$ cat src/rtl/connect4_pkg.sv
`default_nettype none
// +------------------------------------------------------------------------+
// | Package   : connect4_pkg                                               |
// | Purpose   : Shared types and constants for the 4x4 Connect-4 column    |
// |             selection controller: FSM state encoding, game-status      |
// |             codes and board geometry.                                  |
// | Revision  : 1.0 - initial release                                      |
// +------------------------------------------------------------------------+
package connect4_pkg;

  localparam int ROWS = 4;
  localparam int COLS = 4;

  // Column request value meaning "no request"
  localparam logic [2:0] NO_COL = 3'b111;

  // Game-status codes exchanged with the win checker
  localparam logic [1:0] PLAYING = 2'b00;
  localparam logic [1:0] P1_WIN  = 2'b01;
  localparam logic [1:0] P2_WIN  = 2'b10;
  localparam logic [1:0] DRAW    = 2'b11;

  typedef enum logic [1:0] {
    WAIT  = 2'b00,
    CHECK = 2'b01,
    PLACE = 2'b10,
    OVER  = 2'b11
  } state_e;

endpackage
`default_nettype wire

$ cat src/rtl/connect4_col_height.sv
`default_nettype none
// +------------------------------------------------------------------------+
// | Module    : connect4_col_height                                        |
// | Purpose   : Combinational column probe. For the selected column it     |
// |             returns the lowest empty row and whether the column is     |
// |             full (top cell occupied).                                  |
// | Ports     : gameboard_i [15:0] occupancy, bit r*4+c = (row r, col c)   |
// |             col_i       [1:0]  column to probe                         |
// |             row_o       [1:0]  lowest empty row (3 when only top free) |
// |             full_o             top cell of the column occupied         |
// | Revision  : 1.0 - initial release                                      |
// +------------------------------------------------------------------------+
module connect4_col_height
  import connect4_pkg::*;
(
  input  logic [15:0] gameboard_i,
  input  logic [1:0]  col_i,
  output logic [1:0]  row_o,
  output logic        full_o
);

  // Column cells gathered bottom (bit 0) to top (bit 3)
  logic [ROWS-1:0] w_colbits;

  always_comb begin
    w_colbits = '0;
    case (col_i)
      2'd0:    w_colbits = {gameboard_i[12], gameboard_i[8], gameboard_i[4], gameboard_i[0]};
      2'd1:    w_colbits = {gameboard_i[13], gameboard_i[9], gameboard_i[5], gameboard_i[1]};
      2'd2:    w_colbits = {gameboard_i[14], gameboard_i[10], gameboard_i[6], gameboard_i[2]};
      default: w_colbits = {gameboard_i[15], gameboard_i[11], gameboard_i[7], gameboard_i[3]};
    endcase
  end

  always_comb begin
    if (!w_colbits[0])      row_o = 2'd0;
    else if (!w_colbits[1]) row_o = 2'd1;
    else if (!w_colbits[2]) row_o = 2'd2;
    else                    row_o = 2'd3;
  end

  assign full_o = w_colbits[ROWS-1];

endmodule
`default_nettype wire

$ cat src/rtl/connect4_colsel_fsm.sv
`default_nettype none
// +------------------------------------------------------------------------+
// | Module    : connect4_colsel_fsm                                        |
// | Purpose   : Column-selection and piece-drop controller for a 4x4       |
// |             Connect-4 game. Validates a column request, drops the      |
// |             current player's piece into the lowest empty cell and      |
// |             alternates turns. Freezes once the game is over.           |
// | Ports     : clk, reset (async, active-high)                            |
// |             in_column[2:0]         0..3 column, 3'b111 none, 4..6 bad  |
// |             in_game_status[1:0]    status from win checker             |
// |             out_gameboard[15:0]    occupancy, row 0 = bottom           |
// |             out_players_cells[15:0] owner, 1 = P2                      |
// |             out_game_status[1:0]   registered status                   |
// |             current_state[1:0]     FSM state code                      |
// |             throw_again            last request rejected               |
// |             oinvalid_column        one-cycle rejection pulse           |
// |             playerTurn             0 = P1 to move, 1 = P2              |
// | Options   : CONNECT4_DRAW_DETECT_EN - full board in WAIT forces DRAW   |
// | Revision  : 1.0 - initial release                                      |
// +------------------------------------------------------------------------+
module connect4_colsel_fsm
  import connect4_pkg::*;
(
  input  logic        clk,
  input  logic        reset,
  input  logic [2:0]  in_column,
  input  logic [1:0]  in_game_status,
  output logic [15:0] out_gameboard,
  output logic [15:0] out_players_cells,
  output logic [1:0]  out_game_status,
  output logic [1:0]  current_state,
  output logic        throw_again,
  output logic        oinvalid_column,
  output logic        playerTurn
);

  state_e      state_q, state_d;
  logic [2:0]  col_q, col_d;
  logic        armed_q, armed_d;
  logic [15:0] board_q, board_d;
  logic [15:0] cells_q, cells_d;
  logic [1:0]  status_q, status_d;
  logic        throw_q, throw_d;
  logic        inv_q, inv_d;
  logic        turn_q, turn_d;

  logic [1:0]  w_row;
  logic        w_full;
  logic [3:0]  w_idx;

  connect4_col_height u_col_height (
    .gameboard_i (board_q),
    .col_i       (col_q[1:0]),
    .row_o       (w_row),
    .full_o      (w_full)
  );

  // Cell index r*4+col
  assign w_idx = {w_row, col_q[1:0]};

  always_ff @(posedge clk or posedge reset) begin
    if (reset) begin
      state_q  <= WAIT;
      col_q    <= '0;
      armed_q  <= 1'b1;
      board_q  <= '0;
      cells_q  <= '0;
      status_q <= PLAYING;
      throw_q  <= 1'b0;
      inv_q    <= 1'b0;
      turn_q   <= 1'b0;
    end else begin
      state_q  <= state_d;
      col_q    <= col_d;
      armed_q  <= armed_d;
      board_q  <= board_d;
      cells_q  <= cells_d;
      status_q <= status_d;
      throw_q  <= throw_d;
      inv_q    <= inv_d;
      turn_q   <= turn_d;
    end
  end

  always_comb begin
    state_d  = state_q;
    col_d    = col_q;
    armed_d  = armed_q;
    board_d  = board_q;
    cells_d  = cells_q;
    status_d = status_q;
    throw_d  = throw_q;
    inv_d    = 1'b0;
    turn_d   = turn_q;

    if (state_q != OVER) status_d = in_game_status;

    case (state_q)
      WAIT: begin
        if (in_game_status != PLAYING) begin
          state_d = OVER;
`ifdef CONNECT4_DRAW_DETECT_EN
        end else if (board_q == 16'hFFFF) begin
          status_d = DRAW;
          state_d  = OVER;
`endif
        end else if (armed_q && (in_column != NO_COL)) begin
          col_d   = in_column;
          armed_d = 1'b0;
          state_d = CHECK;
        end
      end
      CHECK: begin
        // col_q[2] set means column 4..6, outside the board
        if (col_q[2] || w_full) begin
          inv_d   = 1'b1;
          throw_d = 1'b1;
          state_d = WAIT;
        end else begin
          state_d = PLACE;
        end
      end
      PLACE: begin
        board_d[w_idx] = 1'b1;
        cells_d[w_idx] = turn_q;
        turn_d         = ~turn_q;
        throw_d        = 1'b0;
        state_d        = WAIT;
      end
      OVER: begin
        state_d = OVER;
      end
      default: state_d = WAIT;
    endcase

    // Releasing the request re-arms capture, so a held request drops once
    if (in_column == NO_COL) armed_d = 1'b1;
  end

  assign out_gameboard     = board_q;
  assign out_players_cells = cells_q;
  assign out_game_status   = status_q;
  assign current_state     = state_q;
  assign throw_again       = throw_q;
  assign oinvalid_column   = inv_q;
  assign playerTurn        = turn_q;

endmodule
`default_nettype wire

$ cat config.mk
export PLATFORM = sky130hd
export DESIGN_NAME = connect4_colsel_fsm
export DESIGN_NICKNAME = d
export VERILOG_FILES = /design/src/rtl/connect4_pkg.sv /design/src/rtl/connect4_col_height.sv /design/src/rtl/connect4_colsel_fsm.sv
export SDC_FILE = /design/constraint.sdc
export NUM_CORES = 1
export LEC_CHECK = 0
export ABC_AREA = 1
export CAP_MARGIN = 20
export CORE_ASPECT_RATIO = 1.1
export CORE_MARGIN = 1
export CORE_UTILIZATION = 25
export CTS_CLUSTER_SIZE = 14
export DETAILED_ROUTE_END_ITERATION = 16
export GPL_TIMING_DRIVEN = 0
export SLEW_MARGIN = 30
export SYNTH_ARGS = -nofsm -noshare
export SYNTH_HDL_FRONTEND = slang
export SYNTH_SLANG_ARGS = --single-unit
$ cat constraint.sdc
create_clock -name clk -period 2.2 [get_ports clk]
set_input_delay 0.55 -clock clk [delete_from_list [all_inputs] [get_ports clk]]
set_output_delay 0.55 -clock clk [all_outputs]
set_load 0.03 [all_outputs]
After elaboration in Yosys (flattened, before gate mapping). Index checks and enable logic that the tools add are counted. Widths: inputs -> output; s select.

Register bits after elaboration: 43. Latch bits: 0. Bits in writable memories: 0. Memory bits (read-only): 0. Input bits: 7. Output and inout bits: 39. Logic and storage cells: 56. Memories: 0.

$add $sub $neg: 0. Multiply operators: 0. Divide/modulo/power cells: 0. $lt $le $gt $ge: 2. Equal/unequal tests: 11. Shift operators: 0. Mux-type cells: 19. Bitwise gates (word level): 3. Reductions and logical operators: 12.

Operator list (count): $bwmux 16 (1); $or 16x16->16 (1); $pmux 4 s3 (1); $mux 2 (5); $mux 1 (9); $pmux 2 s4 (1); $reduce_bool 2->1 (4); $eq 2x2->1 const B (3); $ne 3x3->1 const B (2); $reduce_and 3->1 (2); $lt 4x5->1 const B (1); $demux 1 s4 (1); $eq 2x1->1 const B (2); $ge 4x1->1 const B (1); $logic_not 2->1 (2); $ne 2x2->1 const B (2); $eq 3x3->1 const B (1); $logic_and 1x1->1 (2); $ne 2x1->1 const B (1); $not 1->1 (2); $pmux 1 s2 (1); $reduce_and 2->1 (1); $logic_or 1x1->1 (1).

Longest topological paths before layout.
Depth in word-level cells: 10. Mapped depth: 10.

Hierarchy. A second synthesis with hierarchy kept.

Cells, all modules: 226. Area, all modules: 1980.6 um^2.

Modules (own cells, without submodules): connect4_colsel_fsm (instances 1, cells each 197, area an instance 1785.5 um^2, sequential area each 1077.3 um^2); connect4_col_height (instances 1, cells each 29, area an instance 195.2 um^2, sequential area each 0.0 um^2).

Worst setup path before layout. OpenSTA, ideal clock, no wires.

Kind: register -> register. Start point: reg state_q[0] (netlist: current_state[0]). End point: reg cells_q[11] (netlist: out_players_cells[11]). Arrival: 1506 ps. Required time: 2082 ps. Path slack: 576 ps. Stages on the path, launching flop included: 8. Buffers on the path: 0. Clock period less this slack: 1624 ps. Cells stage by stage: dfrtp_1 -> inv_1 -> ha_1 -> inv_1 -> nor2_1 -> nand4_1 -> nand2_1 -> nand2_1.

Longest elaborated chain between the ends: 1.

Ends and longest elaborated chain: start, declared (RTL line connect4_colsel_fsm.sv:37) `state_e state_q, state_d;`; start signal, assigned (RTL line connect4_colsel_fsm.sv:73) `state_q <= state_d;`; $eq 2x2->1 (RTL line connect4_colsel_fsm.sv:98) `case (state_q)`; end signal, assigned (RTL line connect4_colsel_fsm.sv:77) `cells_q <= cells_d;`; end, declared (RTL line connect4_colsel_fsm.sv:41) `logic [15:0] cells_q, cells_d;`.

No other way between the ends. A chain may end at the register's enable or synchronous reset.

Final worst setup path.
Start point: reg state_q[0] (netlist: current_state[0]). End point: out current_state[0].

RTL lines: end, declared (RTL line connect4_colsel_fsm.sv:31) `output logic [1:0] current_state,`.

No word-level cell between the ends.

==> reports/results.txt <==
DRC violations left = 0
Yosys reg bits = 43
Worst clock skew = 0.00413 ns
Post-Syn Area per Cell = 9.07 µm²
CP max stage delay = 0.71 ns
Register area share after synthesis = 54.3%
Via/cell ratio = 4.30
Initial core utilization = 26.3%
Count leader, synth = nand2_1
WHS = 0.471 ns
Share of the synthesized area in the top cell type = 52.9%
Minimum clock period = 1.97 ns
Critical path endpoint category = output pin
CTS clk-pin slew, worst paths = 0.07 ns
Cell Pwr Density = 1650 nW/µm²
Synth area leader = dfrtp_1
Total Routed Length = 4620 µm
Sequential share of power = 31.1%
Place WS = 0.370 ns
FFs w/ async S/R, synth = 100%
Number of global-route vias before repair = 1632
CP top delay family = buffers and inverters
Yosys cell types = 23
Critical Path Slowest Stage Cell = clkdlybuf4s50_1
Clk pwr share = 11.1%
RSZ-0062 raised after global routing = false
CTS root buffer = clkbuf_8
Final period util = 89.5%
Syn_nets = 231
Syn Std Cell Area = 1990 µm²
Most used DFF post-synth = dfrtp_1
Max Buffers Root-to-Sink = 2
Worst slew margin = 66.4%
Fmax = 0.508 GHz
Synthesized instance count = 219
CP max FO = 5
Clk sinks = 43
I/O pin count = 46
H-tree Lvls = 2
Initial DRC Count = 95
DR vias = 1620
Max-cap violations = 0
Final setup margin = 0.232 ns
Ranking of synthesized cells by area = dfrtp_1, nand2_1, inv_1, nand4_1, ha_1
Critical path type = flip-flop to output pin
Critical Path RT = 1.65 ns
HP Class = flip-flop to flip-flop
Routed Antenna Nets = 0
Area Overhead vs Synth = 35.1%
Number of antenna repair diodes = 0
Arrival @ worst endpoint = 1.42 ns
Final Non-Filler Cells = 377
Max IR drop VDD = 0.522 mV
P_int = 0.00233 W
Total net switching power = 0.00211 W
Sw Share = 47.5%
Hold Buf Count CTS = 0
Placed cells = 370
Share of cells above drive strength 1 = 10.3%
GRT overflow = 0
Post-CTS Setup Bufs = 0
Nets = 284
GRT Total Usage = 12.7%
Num CTS Buffers = 5
Placer congestion estimate = 0.795
Worst-Skew Late Latency = 0.29 ns
TritonCTS clock tree = built
Fin. Hold Viols = 0
Yosys warns = 0
Floorplan row count = 33
Final setup vio count = 0
Cts repair resizes = 0
Post-DP HPWL = 3570 µm
Global-route wire length before repair = 7990 µm
Commonest cells in the netlist = nand2_1, dfrtp_1, inv_1, nand4_1
Die Wd = 87.0 µm
Critical path cell sequence = clkdlybuf4s50_1
Routed len/inst = 12.3 µm
DRT Pass-1 Iters = 4
DIE AREA = 8300 µm²
CP Buf/Inv Count = 1
Largest net degree at the start of global routing = 23
PortBufs = 45
Pins over their slew limit = 0
Core Box Area = 7560 µm²
Status = finished clean
Number of synthesized flops with an enable pin = 0
Combinational Power Share = 57.8%
Die Height = 95.5 µm
Startpoint types = flip-flop
Leakage = 1.28 nW
Tightest Pin Transition = 0.504 ns
Initial antenna violation count = 0
## cell usage in the layout (no fill, tap or decap), types with 4 or more instances in the layout
cell             netlist  layout
nand4_1               16      16
nand3_1               12      12
nand2_1               68      68
o21ai_1                4       4
nor2_1                 8       8
inv_1                 27      26
clkdlybuf4s50_1        0      45
clkbuf_8               0       6
o21ai_0               12      12
ha_1                   5       5
inv_2                  3       4
dfrtp_1               42      42
## routing by layer
layer	global-route usage, %	share of wire [%]
met1	15.1	43
met2	21.3	49
met3	4.16	5.7
met4	4.86	1.6
met5	0	0
## per-stage QoR
step,util (%),cell area [µm²],setup TNS [ns],total power [W]
global route,35.5,2680,0,0.00480
CTS,35.5,2680,0,0.00450
floorplan,-,1990,0,0.00304
global placement,34.0,2570,-10.15,0.00393
detailed placement,34.3,2590,0,0.00398
finish,35.5,2680,0,0.00444
## path summary, 6_finish.rpt
| kind | start | end | slack, ns | depth (start not counted) |
|---|---|---|---|---|
| worst max-delay path | current_state[0]$_DFFE_PP0P_ | current_state[0] | 0.23 | 1 |
| worst min-delay path | armed_q$_DFFE_PP1P_ | armed_q$_DFFE_PP1P_ | 0.47 | 2 |
| worst max register to register | current_state[0]$_DFFE_PP0P_ | out_players_cells[9]$_DFFE_PP0P_ | 0.42 | 7 |
| worst min register to register | armed_q$_DFFE_PP1P_ | armed_q$_DFFE_PP1P_ | 0.47 | 2 |
| max in group asynchronous | reset | col_q[0]$_DFFE_PP0P_ | 1.12 | 3 |
| min in group asynchronous | reset | out_game_status[1]$_DFFE_PP0N_ | 0.61 | 2 |
## area by class of cell
type / count / area (µm²)
timing repair buffer: 46 / 478
fill: 787 / 4870
sequential: 43 / 1080
inverter: 30 / 113
buffer: 4 / 37.5
tap: 105 / 131
clock buffer: 6 / 82.6
multi-input combinational: 142 / 758
clock inverter: 1 / 5.00
## cell families after synthesis
group / Yosys count / share of synthesized area, %
simple gates: 114 / 28.4
fa+ha+maj: 5 / 3.15
mux: 2 / 1.13
compound gates: 20 / 5.10
xor+xnor: 1 / 0.441
buf+inv: 34 / 7.56
flops: 43 / 54.3
## sequential cells by signal (all words and copies together) (netlist names)
| register | count |
|---|---|
| out_game_status | 2 |
| playerTurn | 1 |
| oinvalid_column | 1 |
| armed_q | 1 |
| out_gameboard | 16 |
| col_q | 3 |
| current_state | 2 |
| throw_again | 1 |
| out_players_cells | 16 |
## power by group through the flow
stage / logic (W) / clock network, W / registers, W
2_1_floorplan: 0.00110 / 0 / 0.00194
3_3_place_gp: 0.00253 / 0 / 0.00140
3_5_place_dp: 0.00258 / 0 / 0.00140
4_1_cts: 0.00259 / 0.000520 / 0.00139
5_1_grt: 0.00281 / 0.000556 / 0.00143
6_report: 0.00256 / 0.000494 / 0.00138
(Power assumes the default switching activity.)
